## config.mk

```make
export PLATFORM = sky130hd
export DESIGN_NAME = macrocell_cfg_loader_flat
export DESIGN_NICKNAME = d
export VERILOG_FILES = /design/src/rtl/macrocell_cfg_loader_pkg.sv /design/src/rtl/macrocell_cfg_loader_if.sv /design/src/rtl/macrocell_cfg_loader_bank.sv /design/src/rtl/macrocell_cfg_loader.sv /design/src/flat_wrapper.sv
export SDC_FILE = /design/constraint.sdc
export NUM_CORES = 1
export LEC_CHECK = 0
export CORE_ASPECT_RATIO = 1.1
export CORE_MARGIN = 5
export CORE_UTILIZATION = 50
export CTS_CLUSTER_DIAMETER = 100
export CTS_CLUSTER_SIZE = 20
export DETAILED_ROUTE_END_ITERATION = 16
export PLACE_DENSITY = 0.76
export SYNTH_ARGS = -nofsm -noshare
export SYNTH_HDL_FRONTEND = slang
export SYNTH_SLANG_ARGS = --single-unit
```

## constraint.sdc

```tcl
create_clock -name clk_v -period 24.8 [get_ports clk_v]
set_input_delay 4.96 -clock clk_v [delete_from_list [all_inputs] [get_ports clk_v]]
set_output_delay 4.96 -clock clk_v [all_outputs]
set_load 0.005 [all_outputs]
```

## src/rtl/macrocell_cfg_loader_pkg.sv

```systemverilog
// Shared definitions for the macrocell configuration loader: the per-macrocell
// config word layout, its width, and the loader FSM state encoding.
package macrocell_cfg_loader_pkg;

    // One macrocell's mux settings. Packed MSB first, so gclk_mux lands in bits
    // 20..19 and pt1_mux in bit 0.
    typedef struct packed {
        logic [1:0] gclk_mux;   // bits 20..19
        logic [2:0] oe_mux;     // bits 18..16
        logic       o_mux;      // bit 15
        logic       fb_mux;     // bit 14
        logic       storage_mux;// bit 13
        logic       dfast_mux;  // bit 12
        logic       d_mux;      // bit 11
        logic       xor_inv_mux;// bit 10
        logic       xor_b_mux;  // bit 9
        logic       xor_a_mux;  // bit 8
        logic       pt5_func;   // bit 7
        logic       pt4_func;   // bit 6
        logic       gclr_mux;   // bit 5
        logic       pt5_mux;    // bit 4
        logic       pt4_mux;    // bit 3
        logic       pt3_mux;    // bit 2
        logic       pt2_mux;    // bit 1
        logic       pt1_mux;    // bit 0
    } mc_cfg_t;

    localparam int CFG_W = $bits(mc_cfg_t);

    typedef enum logic [1:0] {
        ST_IDLE   = 2'd0,
        ST_SHIFT  = 2'd1,
        ST_CHECK  = 2'd2,
        ST_COMMIT = 2'd3
    } cfg_state_t;

endpackage

```

## src/rtl/macrocell_cfg_loader_if.sv

```systemverilog
// Serial configuration port plus status and the active config bus.
//
// Handshake: a serial bit on cfg_bit_v is consumed on every rising clock edge
// where cfg_valid_v and cfg_ready are both high; cfg_ready never depends on
// cfg_valid_v. cfg_start_v, cfg_commit_v and cfg_err_clr_v are single-cycle
// pulses with no handshake. cfg_ok / cfg_err are one-cycle result pulses.
interface macrocell_cfg_loader_if #(
    parameter int NUM_MC = 16,
    parameter int WORD_W = macrocell_cfg_loader_pkg::CFG_W
);
    logic                          cfg_start_v;
    logic                          cfg_bit_v;
    logic                          cfg_valid_v;
    logic                          cfg_ready;
    logic                          cfg_commit_v;
    logic                          cfg_err_clr_v;
    logic                          cfg_ok;
    logic                          cfg_err;
    logic                          cfg_err_sticky;
    logic                          cfg_busy;
    logic [NUM_MC*WORD_W-1:0]      mc_cfg_mux;
    macrocell_cfg_loader_pkg::cfg_state_t state_dbg;

    modport master (
        output cfg_start_v, cfg_bit_v, cfg_valid_v, cfg_commit_v, cfg_err_clr_v,
        input  cfg_ready, cfg_ok, cfg_err, cfg_err_sticky, cfg_busy, mc_cfg_mux, state_dbg
    );

    modport slave (
        input  cfg_start_v, cfg_bit_v, cfg_valid_v, cfg_commit_v, cfg_err_clr_v,
        output cfg_ready, cfg_ok, cfg_err, cfg_err_sticky, cfg_busy, mc_cfg_mux, state_dbg
    );
endinterface

```

## src/rtl/macrocell_cfg_loader_bank.sv

```systemverilog
// Shadow and active configuration banks. Frames land in the shadow bank one
// word at a time; a commit copies the whole shadow bank into the active bank
// in a single edge so macrocells never see a half-loaded configuration.
module mc_cfg_bank
    import macrocell_cfg_loader_pkg::*;
#(
    parameter int NUM_MC = 16,
    parameter int ADDR_W = 4
) (
    input  logic                      clk_v,
    input  logic                      rst_v,
    input  logic                      we,
    input  logic [ADDR_W-1:0]         waddr,
    input  mc_cfg_t                   wdata,
    input  logic                      commit,
    output logic [NUM_MC*CFG_W-1:0]   active_flat
);
    mc_cfg_t shadow_q [NUM_MC];
    mc_cfg_t shadow_d [NUM_MC];
    mc_cfg_t active_q [NUM_MC];
    mc_cfg_t active_d [NUM_MC];

    // Next-state for both banks: single-word shadow write, whole-bank commit.
    always_comb begin
        shadow_d = shadow_q;
        active_d = active_q;
        for (int i = 0; i < NUM_MC; i++) begin
            if (we && (waddr == ADDR_W'(i))) begin
                shadow_d[i] = wdata;
            end
        end
        if (commit) begin
            active_d = shadow_q;
        end
    end

    // Bank registers; reset clears both banks.
    always_ff @(posedge clk_v or posedge rst_v) begin
        if (rst_v) begin
            shadow_q <= '{default: '0};
            active_q <= '{default: '0};
        end else begin
            shadow_q <= shadow_d;
            active_q <= active_d;
        end
    end

    // Flatten the active bank onto the macrocell mux bus.
    always_comb begin
        active_flat = '0;
        for (int i = 0; i < NUM_MC; i++) begin
            active_flat[i*CFG_W +: CFG_W] = active_q[i];
        end
    end

endmodule

```

## src/rtl/macrocell_cfg_loader.sv

```systemverilog
// Serial configuration controller: shifts in framed words MSB first
// (address, config word, even parity), validates each frame, writes good ones
// to the shadow bank and copies shadow to active on commit.
module macrocell_cfg_loader
    import macrocell_cfg_loader_pkg::*;
#(
    parameter int NUM_MC = 16,
    parameter int ADDR_W = 4
) (
    input  logic                 clk_v,
    input  logic                 rst_v,
    macrocell_cfg_loader_if.slave cfg
);
    localparam int FRAME_W = ADDR_W + CFG_W + 1;
    localparam int CNT_W   = $clog2(FRAME_W + 1);
    localparam logic [CNT_W-1:0]  LAST_BIT = CNT_W'(FRAME_W - 1);
    localparam logic [ADDR_W:0]   NUM_MC_L = (ADDR_W + 1)'(NUM_MC);

    cfg_state_t          state_q, state_d;
    logic [CNT_W-1:0]    cnt_q, cnt_d;
    logic [FRAME_W-1:0]  frame_q, frame_d;
    logic                pending_q, pending_d;      // commit waiting for frame to finish
    logic                start_pend_q, start_pend_d;// start seen in CHECK/COMMIT
    logic                ok_q, ok_d;
    logic                err_q, err_d;
    logic                sticky_q, sticky_d;

    logic                bank_we;
    logic                bank_commit;
    logic [ADDR_W-1:0]   frame_addr;
    mc_cfg_t             frame_word;
    logic                parity_ok;
    logic                addr_ok;
    logic [NUM_MC*CFG_W-1:0] active_flat;

    assign frame_addr = frame_q[FRAME_W-1 -: ADDR_W];
    assign frame_word = mc_cfg_t'(frame_q[CFG_W:1]);
    assign parity_ok  = ~(^frame_q);
    assign addr_ok    = ({1'b0, frame_addr} < NUM_MC_L);

    // Next-state, frame shifting, validation and status pulses.
    always_comb begin
        state_d      = state_q;
        cnt_d        = cnt_q;
        frame_d      = frame_q;
        pending_d    = pending_q;
        start_pend_d = start_pend_q;
        ok_d         = 1'b0;
        err_d        = 1'b0;
        sticky_d     = sticky_q & ~cfg.cfg_err_clr_v;
        bank_we      = 1'b0;
        bank_commit  = 1'b0;

        case (state_q)
            ST_IDLE: begin
                if (cfg.cfg_commit_v) begin
                    // Commit goes first; a simultaneous start waits for it.
                    state_d = ST_COMMIT;
                    if (cfg.cfg_start_v) begin
                        start_pend_d = 1'b1;
                    end
                end else if (cfg.cfg_start_v || start_pend_q) begin
                    state_d      = ST_SHIFT;
                    cnt_d        = '0;
                    start_pend_d = 1'b0;
                end
            end
            ST_SHIFT: begin
                if (cfg.cfg_commit_v) begin
                    pending_d = 1'b1;
                end
                if (cfg.cfg_start_v) begin
                    // Restart: drop the partial frame silently.
                    cnt_d = '0;
                end else if (cfg.cfg_valid_v) begin
                    frame_d = {frame_q[FRAME_W-2:0], cfg.cfg_bit_v};
                    cnt_d   = cnt_q + 1'b1;
                    if (cnt_q == LAST_BIT) begin
                        state_d = ST_CHECK;
                    end
                end
            end
            ST_CHECK: begin
                if (cfg.cfg_start_v) begin
                    start_pend_d = 1'b1;
                end
                if (parity_ok && addr_ok) begin
                    bank_we = 1'b1;
                    ok_d    = 1'b1;
                end else begin
                    err_d    = 1'b1;
                    sticky_d = 1'b1;
                end
                if (pending_q || cfg.cfg_commit_v) begin
                    pending_d = 1'b1;
                    state_d   = ST_COMMIT;
                end else begin
                    state_d = ST_IDLE;
                end
            end
            ST_COMMIT: begin
                if (cfg.cfg_start_v) begin
                    start_pend_d = 1'b1;
                end
                // A sticky error blocks the copy so a bad load never goes live.
                bank_commit = ~sticky_q;
                pending_d   = 1'b0;
                state_d     = ST_IDLE;
            end
            default: begin
                state_d = ST_IDLE;
            end
        endcase
    end

    // Control and status registers.
    always_ff @(posedge clk_v or posedge rst_v) begin
        if (rst_v) begin
            state_q      <= ST_IDLE;
            cnt_q        <= '0;
            frame_q      <= '0;
            pending_q    <= 1'b0;
            start_pend_q <= 1'b0;
            ok_q         <= 1'b0;
            err_q        <= 1'b0;
            sticky_q     <= 1'b0;
        end else begin
            state_q      <= state_d;
            cnt_q        <= cnt_d;
            frame_q      <= frame_d;
            pending_q    <= pending_d;
            start_pend_q <= start_pend_d;
            ok_q         <= ok_d;
            err_q        <= err_d;
            sticky_q     <= sticky_d;
        end
    end

    mc_cfg_bank #(
        .NUM_MC (NUM_MC),
        .ADDR_W (ADDR_W)
    ) u_bank (
        .clk_v       (clk_v),
        .rst_v       (rst_v),
        .we          (bank_we),
        .waddr       (frame_addr),
        .wdata       (frame_word),
        .commit      (bank_commit),
        .active_flat (active_flat)
    );

    assign cfg.cfg_ready      = (state_q == ST_SHIFT);
    assign cfg.cfg_busy       = (state_q != ST_IDLE) || pending_q;
    assign cfg.cfg_ok         = ok_q;
    assign cfg.cfg_err        = err_q;
    assign cfg.cfg_err_sticky = sticky_q;
    assign cfg.mc_cfg_mux     = active_flat;
    assign cfg.state_dbg      = state_q;

endmodule
```

## src/flat_wrapper.sv

```systemverilog
// flat-port wrapper written by rule: the top's interface ports become plain ports
module macrocell_cfg_loader_flat import macrocell_cfg_loader_pkg::*;
#(
    parameter int NUM_MC = 16,
    parameter int ADDR_W = 4
)
  (clk_v, rst_v, cfg_cfg_start_v, cfg_cfg_bit_v, cfg_cfg_valid_v, cfg_cfg_commit_v, cfg_cfg_err_clr_v, cfg_cfg_ready, cfg_cfg_ok, cfg_cfg_err, cfg_cfg_err_sticky, cfg_cfg_busy, cfg_mc_cfg_mux, cfg_state_dbg);
  macrocell_cfg_loader_if #(.NUM_MC(NUM_MC)) cfg_i ();
  input  logic clk_v;
  input  logic rst_v;
  input wire logic [$bits(cfg_i.cfg_start_v)-1:0] cfg_cfg_start_v;
  input wire logic [$bits(cfg_i.cfg_bit_v)-1:0] cfg_cfg_bit_v;
  input wire logic [$bits(cfg_i.cfg_valid_v)-1:0] cfg_cfg_valid_v;
  input wire logic [$bits(cfg_i.cfg_commit_v)-1:0] cfg_cfg_commit_v;
  input wire logic [$bits(cfg_i.cfg_err_clr_v)-1:0] cfg_cfg_err_clr_v;
  output wire logic [$bits(cfg_i.cfg_ready)-1:0] cfg_cfg_ready;
  output wire logic [$bits(cfg_i.cfg_ok)-1:0] cfg_cfg_ok;
  output wire logic [$bits(cfg_i.cfg_err)-1:0] cfg_cfg_err;
  output wire logic [$bits(cfg_i.cfg_err_sticky)-1:0] cfg_cfg_err_sticky;
  output wire logic [$bits(cfg_i.cfg_busy)-1:0] cfg_cfg_busy;
  output wire logic [$bits(cfg_i.mc_cfg_mux)-1:0] cfg_mc_cfg_mux;
  output wire logic [$bits(cfg_i.state_dbg)-1:0] cfg_state_dbg;
  assign cfg_i.cfg_start_v = cfg_cfg_start_v;
  assign cfg_i.cfg_bit_v = cfg_cfg_bit_v;
  assign cfg_i.cfg_valid_v = cfg_cfg_valid_v;
  assign cfg_i.cfg_commit_v = cfg_cfg_commit_v;
  assign cfg_i.cfg_err_clr_v = cfg_cfg_err_clr_v;
  assign cfg_cfg_ready = cfg_i.cfg_ready;
  assign cfg_cfg_ok = cfg_i.cfg_ok;
  assign cfg_cfg_err = cfg_i.cfg_err;
  assign cfg_cfg_err_sticky = cfg_i.cfg_err_sticky;
  assign cfg_cfg_busy = cfg_i.cfg_busy;
  assign cfg_mc_cfg_mux = cfg_i.mc_cfg_mux;
  assign cfg_state_dbg = cfg_i.state_dbg;
  macrocell_cfg_loader #(.NUM_MC(NUM_MC), .ADDR_W(ADDR_W)) u_core (.clk_v(clk_v), .rst_v(rst_v), .cfg(cfg_i));
endmodule
```

* Word level (Yosys, flattened, before mapping) *
Cells that the tools add are included.

word-level totals
  bits in registers = 710
  bits of input ports = 7
  word-level logic and storage cells = 675

operators by class
  add/subtract/negate cells = 1
  equal/unequal tests = 28
  muxes and demuxes = 26
  bitwise operators = 4
  reduce and logical (&&, ||, !) cells = 32

operator list
  kind                 number
  $eq 4x4->1 const B   8
  $reduce_xor 26->1    1
  $mux 5               4
  $eq 4x3->1 const B   4
  $logic_and 1x1->1    16
  $mux 1               12
  $mux 2               6
  $pmux 5 s2           1
  $eq 4x2->1 const B   2
  $ne 2x2->1 const B   4
  $pmux 2 s4           1
  $reduce_and 4->1     2
  $ne 2x1->1 const B   3
  $reduce_and 3->1     2
  $reduce_bool 2->1    3
  $add 5x1->5 const B  1
  $eq 5x5->1 const B   1
  $eq 2x2->1 const B   2
  $eq 4x1->1 const B   1
  $logic_not 4->1      1
  $logic_or 1x1->1     3
  $ne 3x2->1 const B   1
  $ne 3x3->1 const B   1
  $not 1->1            3
  8 further kinds      8

* Longest topological paths before layout *
Gate-level depths: netlist of run 1.

  depth in word-level cells = 5
  gate-level depth with buffers = 10
  gate-level depth less buffers = 9

* Modules after synthesis *
A second synthesis of run 1 with hierarchy kept.

unflattened totals
  cell total of the unflattened synthesis = 1655
  area, all modules = 26924.6 um^2

modules (own cells, without submodules)
  module                instances  cells each  area an instance (um^2)
  mc_cfg_bank           1          1459        25126.6
  macrocell_cfg_loader  1          196         1798.0

* Least setup slack after synthesis of run 1 *
OpenSTA, ideal clock, no wires.

  kind = input to register
  from = input port cfg_cfg_start_v
  to = register u_core.frame_q[10]
  arrival = 6016 ps
  slack = 18660 ps
  stages on the path = 3
  buffers on the path = 1
  cells stage by stage = nor3b_1 clkbuf_1 mux2_2

between the ends
  word-level cells in the longest chain between the ends = 2

RTL lines
  what                               RTL line                     text
  start: declaration                 flat_wrapper.sv:11           input wire logic [$bits(cfg_i.cfg_start_v)-1:0] cfg_cfg_start_v;
  $not 1->1 (no source line)         n/a
  $reduce_and 3->1 (no source line)  n/a
  end signal: assignment             macrocell_cfg_loader.sv:130  frame_q <= frame_d;
  end: declaration                   macrocell_cfg_loader.sv:21   logic [FRAME_W-1:0] frame_q, frame_d;

No other way between the ends.
A chain may end at the register's enable or synchronous reset.

==> impl_metrics.yaml, run 1 <==
outcome:
  status: "finished clean"
logic_synthesis:
  ys_seq_area_share_pct: 65.8
  synth_area_per_cell_um2: 16.5
  synth_area_leaders: "dfrtp_1 (66%), mux2_2 (29%), clkbuf_1 (0.88%)"
  synth_cells: 1639
  synth_top_cell_by_area: "dfrtp_1"
  yosysTopAreaCellShare_pct: 65.8
  synth_area_mm2: 0.0270
  synth_cell_types: 25
  ys_warn_count: 0
  syn-num-nets: 1656
  ys_seq_elements: 710
worst_hold_path:
  min_path_cells: 1
  min_from: "u_core.u_bank.shadow_q[238]"
  hold_path.class: "reg -> reg"
  hold_path_end: "u_core.u_bank.active_flat[91]"
detailed_routing:
  dr_wl_met2_um: 32900
  drt_wl_total_um: 63800
  m1WireLength_um: 27100
  vias_per_cell: 5.43
  drtPass1Iterations: 4
  drt_iter0_drc: 979
  ant_nets: 0
  wl_met3_um: 2370
  drc_errors: 0
  wire_per_inst_um: 23.8
  dr.max_layer_used: "met4"
  vias: 14568
floorplanning:
  core_mm2: 0.0536
  dieArea_mm2: 0.0588
  rows: 89
  die_width_um: 232
  pin_count: 350
  initial_core_util_pct: 50.4
  fp.dieH_um: 254
critical_path:
  critPathMaxStageDelay_ps: 930
  crit_path_end_kind: "async pin"
  rrSetupSlack_ps: 20810
  path_buf_inv: 5
  r2r_cells: 7
  cp_cell_sequence: "clkdlybuf4s50_1 > clkinvlp_4 > buf_4 > buf_4 > buf_12"
  crit_type: "in -> async"
  cpMaxStageDelayCell: "buf_4"
  r2r_end: "u_core.u_bank.shadow_q[189]"
  start_kind: "input pin"
  cpLargestDelayFamily: "buffers and inverters"
  cp_common_cell: "buf_4"
  cp_data_arrival_time_ps: 8290
  cp_data_required_time_ps: 25370
  cp_max_fo: 186
  crit_path_start: "rst_v"
  rr_startpoint: "u_core.frame_q[4]"
sta:
  finalSetupViolations: 0
  worst_slew_pin_slew_ps: 1280
  timing.fmax_ghz: 0.130
  rsz0062_at_grt: "false"
  relSlewSlack_pct: 14.9
  slew_violations: 0
  fin_crit_ps: 7720
  final_hold_viol_count: 0
  setup_ws_ps: 17080
  fin_crit_sh_pct: 31.1
  finClkSkew_ps: 28.9
  setup_tns_ps: 0
power_and_ir_drop:
  p_leak_uw: 0.0160
  powerDensity_mw_per_mm2: 75.4
  power_uw: 2430
  peakVddDrop_mv: 0.0792
clock_network:
  cts.sinks: 710
  cts_tree: "done"
  cts-buffers-inserted: 41
  cts_root_buf: "clkbuf_16"
  post_cts_buffers: 0
  cts_resized: 0
  ctsHtreeMaxLevel: 2
  clk_pin_slew_ps: 80
  clk_latency_ps: 580
  cts_max_path_buffers: 3
  cts-hold-fix-buffers: 0
grt:
  grt_pass1_vias: 15646
  grt_max_degree: 187
  grt_overflow: 0
  grt_pass1_wl_um: 97300
  grtUsageTotal_pct: 21.5
  antenna_found_initial: 4
job:
  maxCapViolCount: 0
cells_and_area:
  syn_to_final_growth_pct: 19.1
  final_common_cell: "dfrtp_1"
  n_fill_cell: 4061
  drive_gt1_share_pct: 40.3
  most-common-layout-cells: "dfrtp_1 (710), mux2_2 (694), clkdlybuf4s50_1 (349), clkbuf_16 (43), buf_4 (30)"
  instances_no_fill: 2681
  final_nets: 1965
placement:
  post-place-cells: 2633
  buffer_ports.inserted: 349
  place_congestion: 0.772
  preCtsSetupSlack_ps: 16360
  place_hpwl_um: 42100
routing by layer:
| metal | up-vias | global-route usage, % |
|---|---|---|
| li1 | 6282 | - |
| met1 | 7903 | 28.8 |
| met2 | 306 | 37.5 |
| met3 | 77 | 3.07 |
| met4 | 0 | 5.89 |
| met5 | - | 0 |
power breakdown:
part           total [uW]  internal [uW]  switching, uW
clock                 667            310            357
sequential           1290           1200           83.4
combinational         472            197            276
kinds of logic (layout without fill, tap and decap cells):
logic type / count (synthesis) / count (layout) / synth area share [%]
AOI/OAI and AO/OA: 18 / 18 / 0.375
xor gates and xnor gates: 27 / 27 / 0.903
adders and majority gates: 10 / 10 / 0.463
buffers and inverters: 127 / 439 / 2.67
DFF: 710 / 710 / 65.8
muxes: 694 / 694 / 28.9
other: 0 / 2 / 0
and+or+nand+nor: 53 / 53 / 0.917
flip-flops by register name, indices dropped and copies added (netlist names):
register / flops
u_core.frame_q: 26
u_core.u_bank.active_flat: 336
u_core.cfg.cfg_err: 1
u_core.pending_q: 1
u_core.cfg.state_dbg: 2
u_core.cfg.cfg_ok: 1
u_core.start_pend_q: 1
u_core.u_bank.shadow_q: 336
u_core.cnt_q: 5
u_core.cfg.cfg_err_sticky: 1
synthesized netlist by cell type:
cell type	instances
dfrtp_1	710
mux2_2	694
clkbuf_1	63
buf_4	26
xnor2_1	20
nand3_1	19
buf_6	18
nor2_1	17
inv_1	11
ha_1	10
buf_2	9
nand2_1	8
o21ai_0	7
a21oi_1	6
xor2_1	6
o22ai_1	3
and3_1	2
nand4_1	2
nor3_1	2
a22oi_1	1
nor2b_1	1
nor3b_1	1
nor4bb_1	1
o311a_1	1
xor2_2	1
how the worst max path moves through the flow:
stage / slack (ps) / end / cells after the start
3_3_place_gp: 16450 / u_core.u_bank.active_flat[83] / 5
5_1_grt: 16540 / u_core.u_bank.shadow_q[180] / 5
4_1_cts: 17000 / u_core.u_bank.shadow_q[104] / 5
6_report: 17080 / u_core.u_bank.shadow_q[185] / 5
3_5_place_dp: 16360 / u_core.u_bank.active_flat[257] / 5
2_1_floorplan: 10120 / u_core.cfg.cfg_err / 1
final cells by class:
class                   instances  area [um2]  area share, %
diodes                          2        5.00         0.0155
clock buffers                  43        1080           3.34
clock inverters                 3        23.8         0.0739
inverters                      11        45.0          0.140
multi-input cells             802        8580           26.7
flip-flops and latches        710       17800           55.2
well taps                     728         911           2.83
repair buffers                382        3780           11.7
stage by stage:
stage	util, %	hold WS [ps]	cell area (um2)
floorplan	-	475	27000
global placement	58.0	483	31100
detailed placement	58.0	488	31100
CTS	60.1	504	32200
global route	60.1	513	32200
finish	60.1	496	32200
(Power assumes the default switching activity.)
==> run 2: changes to the inputs <==
- CORE_UTILIZATION: 50 -> 55
- PLACE_DENSITY: 0.76 -> 0.79
- clock period: 24.8 -> 7.6 ns (I/O delays scaled with it)
==> run 2 against run 1 <==
  * Design area is 0.62% lower
  * Global-route usage is 2.2 points higher
  * Core utilization is 5.4 points higher
  * Flip-flop and latch count stayed put
  * Clock skew is 8.1 ps lower
  * Clock power grew to 3.2 times the previous value
  * Critical path depth is 2 higher
  * Total power grew to 3.2 times the previous value
  * Combinational power grew to 3.1 times the previous value
  * Setup slack worse by 13000 ps
  * Via count is 1.2% lower
  * Critical endpoint is now u_core.u_bank.shadow_q[192]
  * Largest power group unchanged
  * Highest routed layer unchanged
==> impl_metrics.yaml, run 2 (same netlist as run 1, synthesis figures left out) <==
placement:
  place_area_mm2: 0.0309
  place_hpwl_um: 42000
  place_congestion: 0.781
  buffer_ports.inserted: 349
grt:
  grt_max_degree: 192
  antenna_found_initial: 1
  grt_pass1_wl_um: 98600
  grt_overflow: 0
  grtUsageTotal_pct: 23.7
  grt_pass1_vias: 15808
cells_and_area:
  final_nets: 1958
  drive_gt1_share_pct: 39.9
  most-common-layout-cells: "dfrtp_1 (710), mux2_2 (694), clkdlybuf4s50_1 (349), clkbuf_16 (41), buf_4 (22)"
  final_common_cell: "dfrtp_1"
  syn_to_final_growth_pct: 18.4
  n_fill_cell: 3394
  stdcell_area_mm2: 0.0320
floorplanning:
  rows: 85
  pin_count: 350
  die_width_um: 221
  dieArea_mm2: 0.0537
  fp.dieH_um: 242
  core_mm2: 0.0488
  initial_core_util_pct: 55.4
sta:
  fin_crit_sh_pct: 52.2
  relSlewSlack_pct: 18.5
  slew_violations: 0
  finClkSkew_ps: 20.8
  fin_crit_ps: 3970
  worst_slew_pin_slew_ps: 1220
  timing.fmax_ghz: 0.252
  setup_tns_ps: 0
  rsz0062_at_grt: "false"
  final_hold_viol_count: 0
  finalSetupViolations: 0
worst_hold_path:
  hold_path.class: "reg -> reg"
clock_network:
  clk_pin_slew_ps: 80
  cts_root_buf: "clkbuf_16"
  cts_resized: 0
  post_cts_buffers: 0
  clk_latency_ps: 580
  cts-hold-fix-buffers: 0
  cts.sinks: 710
  cts_tree: "done"
  cts-buffers-inserted: 41
  ctsHtreeMaxLevel: 2
  cts_max_path_buffers: 3
detailed_routing:
  vias: 14397
  ant_nets: 0
  vias_per_cell: 5.55
  drtPass1Iterations: 6
  drt_wl_total_um: 63700
  drt_iter0_drc: 809
  drc_errors: 0
  wire_per_inst_um: 24.6
outcome:
  status: "finished clean"
critical_path:
  cp_max_fo: 21
  critPathMaxStageDelay_ps: 1040
  crit_type: "reg -> reg"
  path_buf_inv: 0
  start_kind: "flip-flop"
  cpLargestDelayFamily: "XOR/XNOR gates"
  cp_data_arrival_time_ps: 4420
  cp_cell_sequence: "xnor2_1 > xnor2_1 > xnor2_1 > xnor2_1 > xor2_2 > nand3_1 > mux2_2"
  crit_path_end_kind: "flip-flop"
  cpMaxStageDelayCell: "dfrtp_1"
  cp_data_required_time_ps: 8050
  cp_common_cell: "xnor2_1"
power_and_ir_drop:
  powerDensity_mw_per_mm2: 244
  power_uw: 7800
  peakVddDrop_mv: 0.339
  p_leak_uw: 0.0160
job:
  maxCapViolCount: 0
==> run 2: through the flow <==
| stage | utilization (%) | hold WS, ps | setup WS, ps | std cells |
|---|---|---|---|---|
| after floorplan | - | 475 | -3640 | 1639 |
| after global placement | 63.4 | 483 | 3680 | 2550 |
| after detailed placement | 63.4 | 489 | 3620 | 2550 |
| after CTS | 65.5 | 508 | 3580 | 2592 |
| after global routing | 65.5 | 519 | 3420 | 2593 |
| final | 65.5 | 504 | 3630 | 2593 |
==> run 2: routing by layer <==
metal	up-vias	track usage, %	share of wire (%)	wire (um)
met3	77	5.05	5.5	3530
met4	0	6.53	2.5	1620
li1	6268	-	-	-
met1	7744	30.5	41	25800
met5	-	0	0	0
met2	308	41.2	51	32700
==> run 2: final cells by class <==
class	count	area, um2	share of cell area (%)
Tap cell	652	816	2.55
Clock inverter	1	11.3	0.0352
Timing Repair Buffer	375	3740	11.7
Inverter	11	45.0	0.141
Multi-Input combinational cell	802	8580	26.8
Antenna cell	1	2.50	0.00782
Sequential cell	710	17800	55.5
Clock buffer	41	1030	3.21
==> run 2: where the power goes <==
part | switching, uW | internal, uW
Sequential | 267 | 3930
Combinational | 881 | 603
Clock | 1150 | 966
==> run 2: path summary, 6_finish.rpt <==
| kind | start | endpoint | slack [ps] | depth (start not counted) |
|---|---|---|---|---|
| max in group asynchronous | rst_v | u_core.u_bank.active_flat[77] | 4360 | 4 |
| min in group asynchronous | rst_v | u_core.u_bank.active_flat[149] | 1410 | 2 |
| setup reg to reg | u_core.frame_q[14] | u_core.u_bank.shadow_q[192] | 3630 | 7 |
| hold reg to reg | u_core.u_bank.shadow_q[149] | u_core.u_bank.shadow_q[149] | 500 | 1 |
| hold / removal | u_core.u_bank.shadow_q[149] | u_core.u_bank.shadow_q[149] | 500 | 1 |
| setup / recovery | u_core.frame_q[14] | u_core.u_bank.shadow_q[192] | 3630 | 7 |
==> run 2: worst reg2reg max path: stages (launching register included) <==
cell and delay, ps:
dfrtp_1 1040, xnor2_1 200, xnor2_1 230, xnor2_1 100, xnor2_1 310, xor2_2 400
nand3_1 950, mux2_2 630
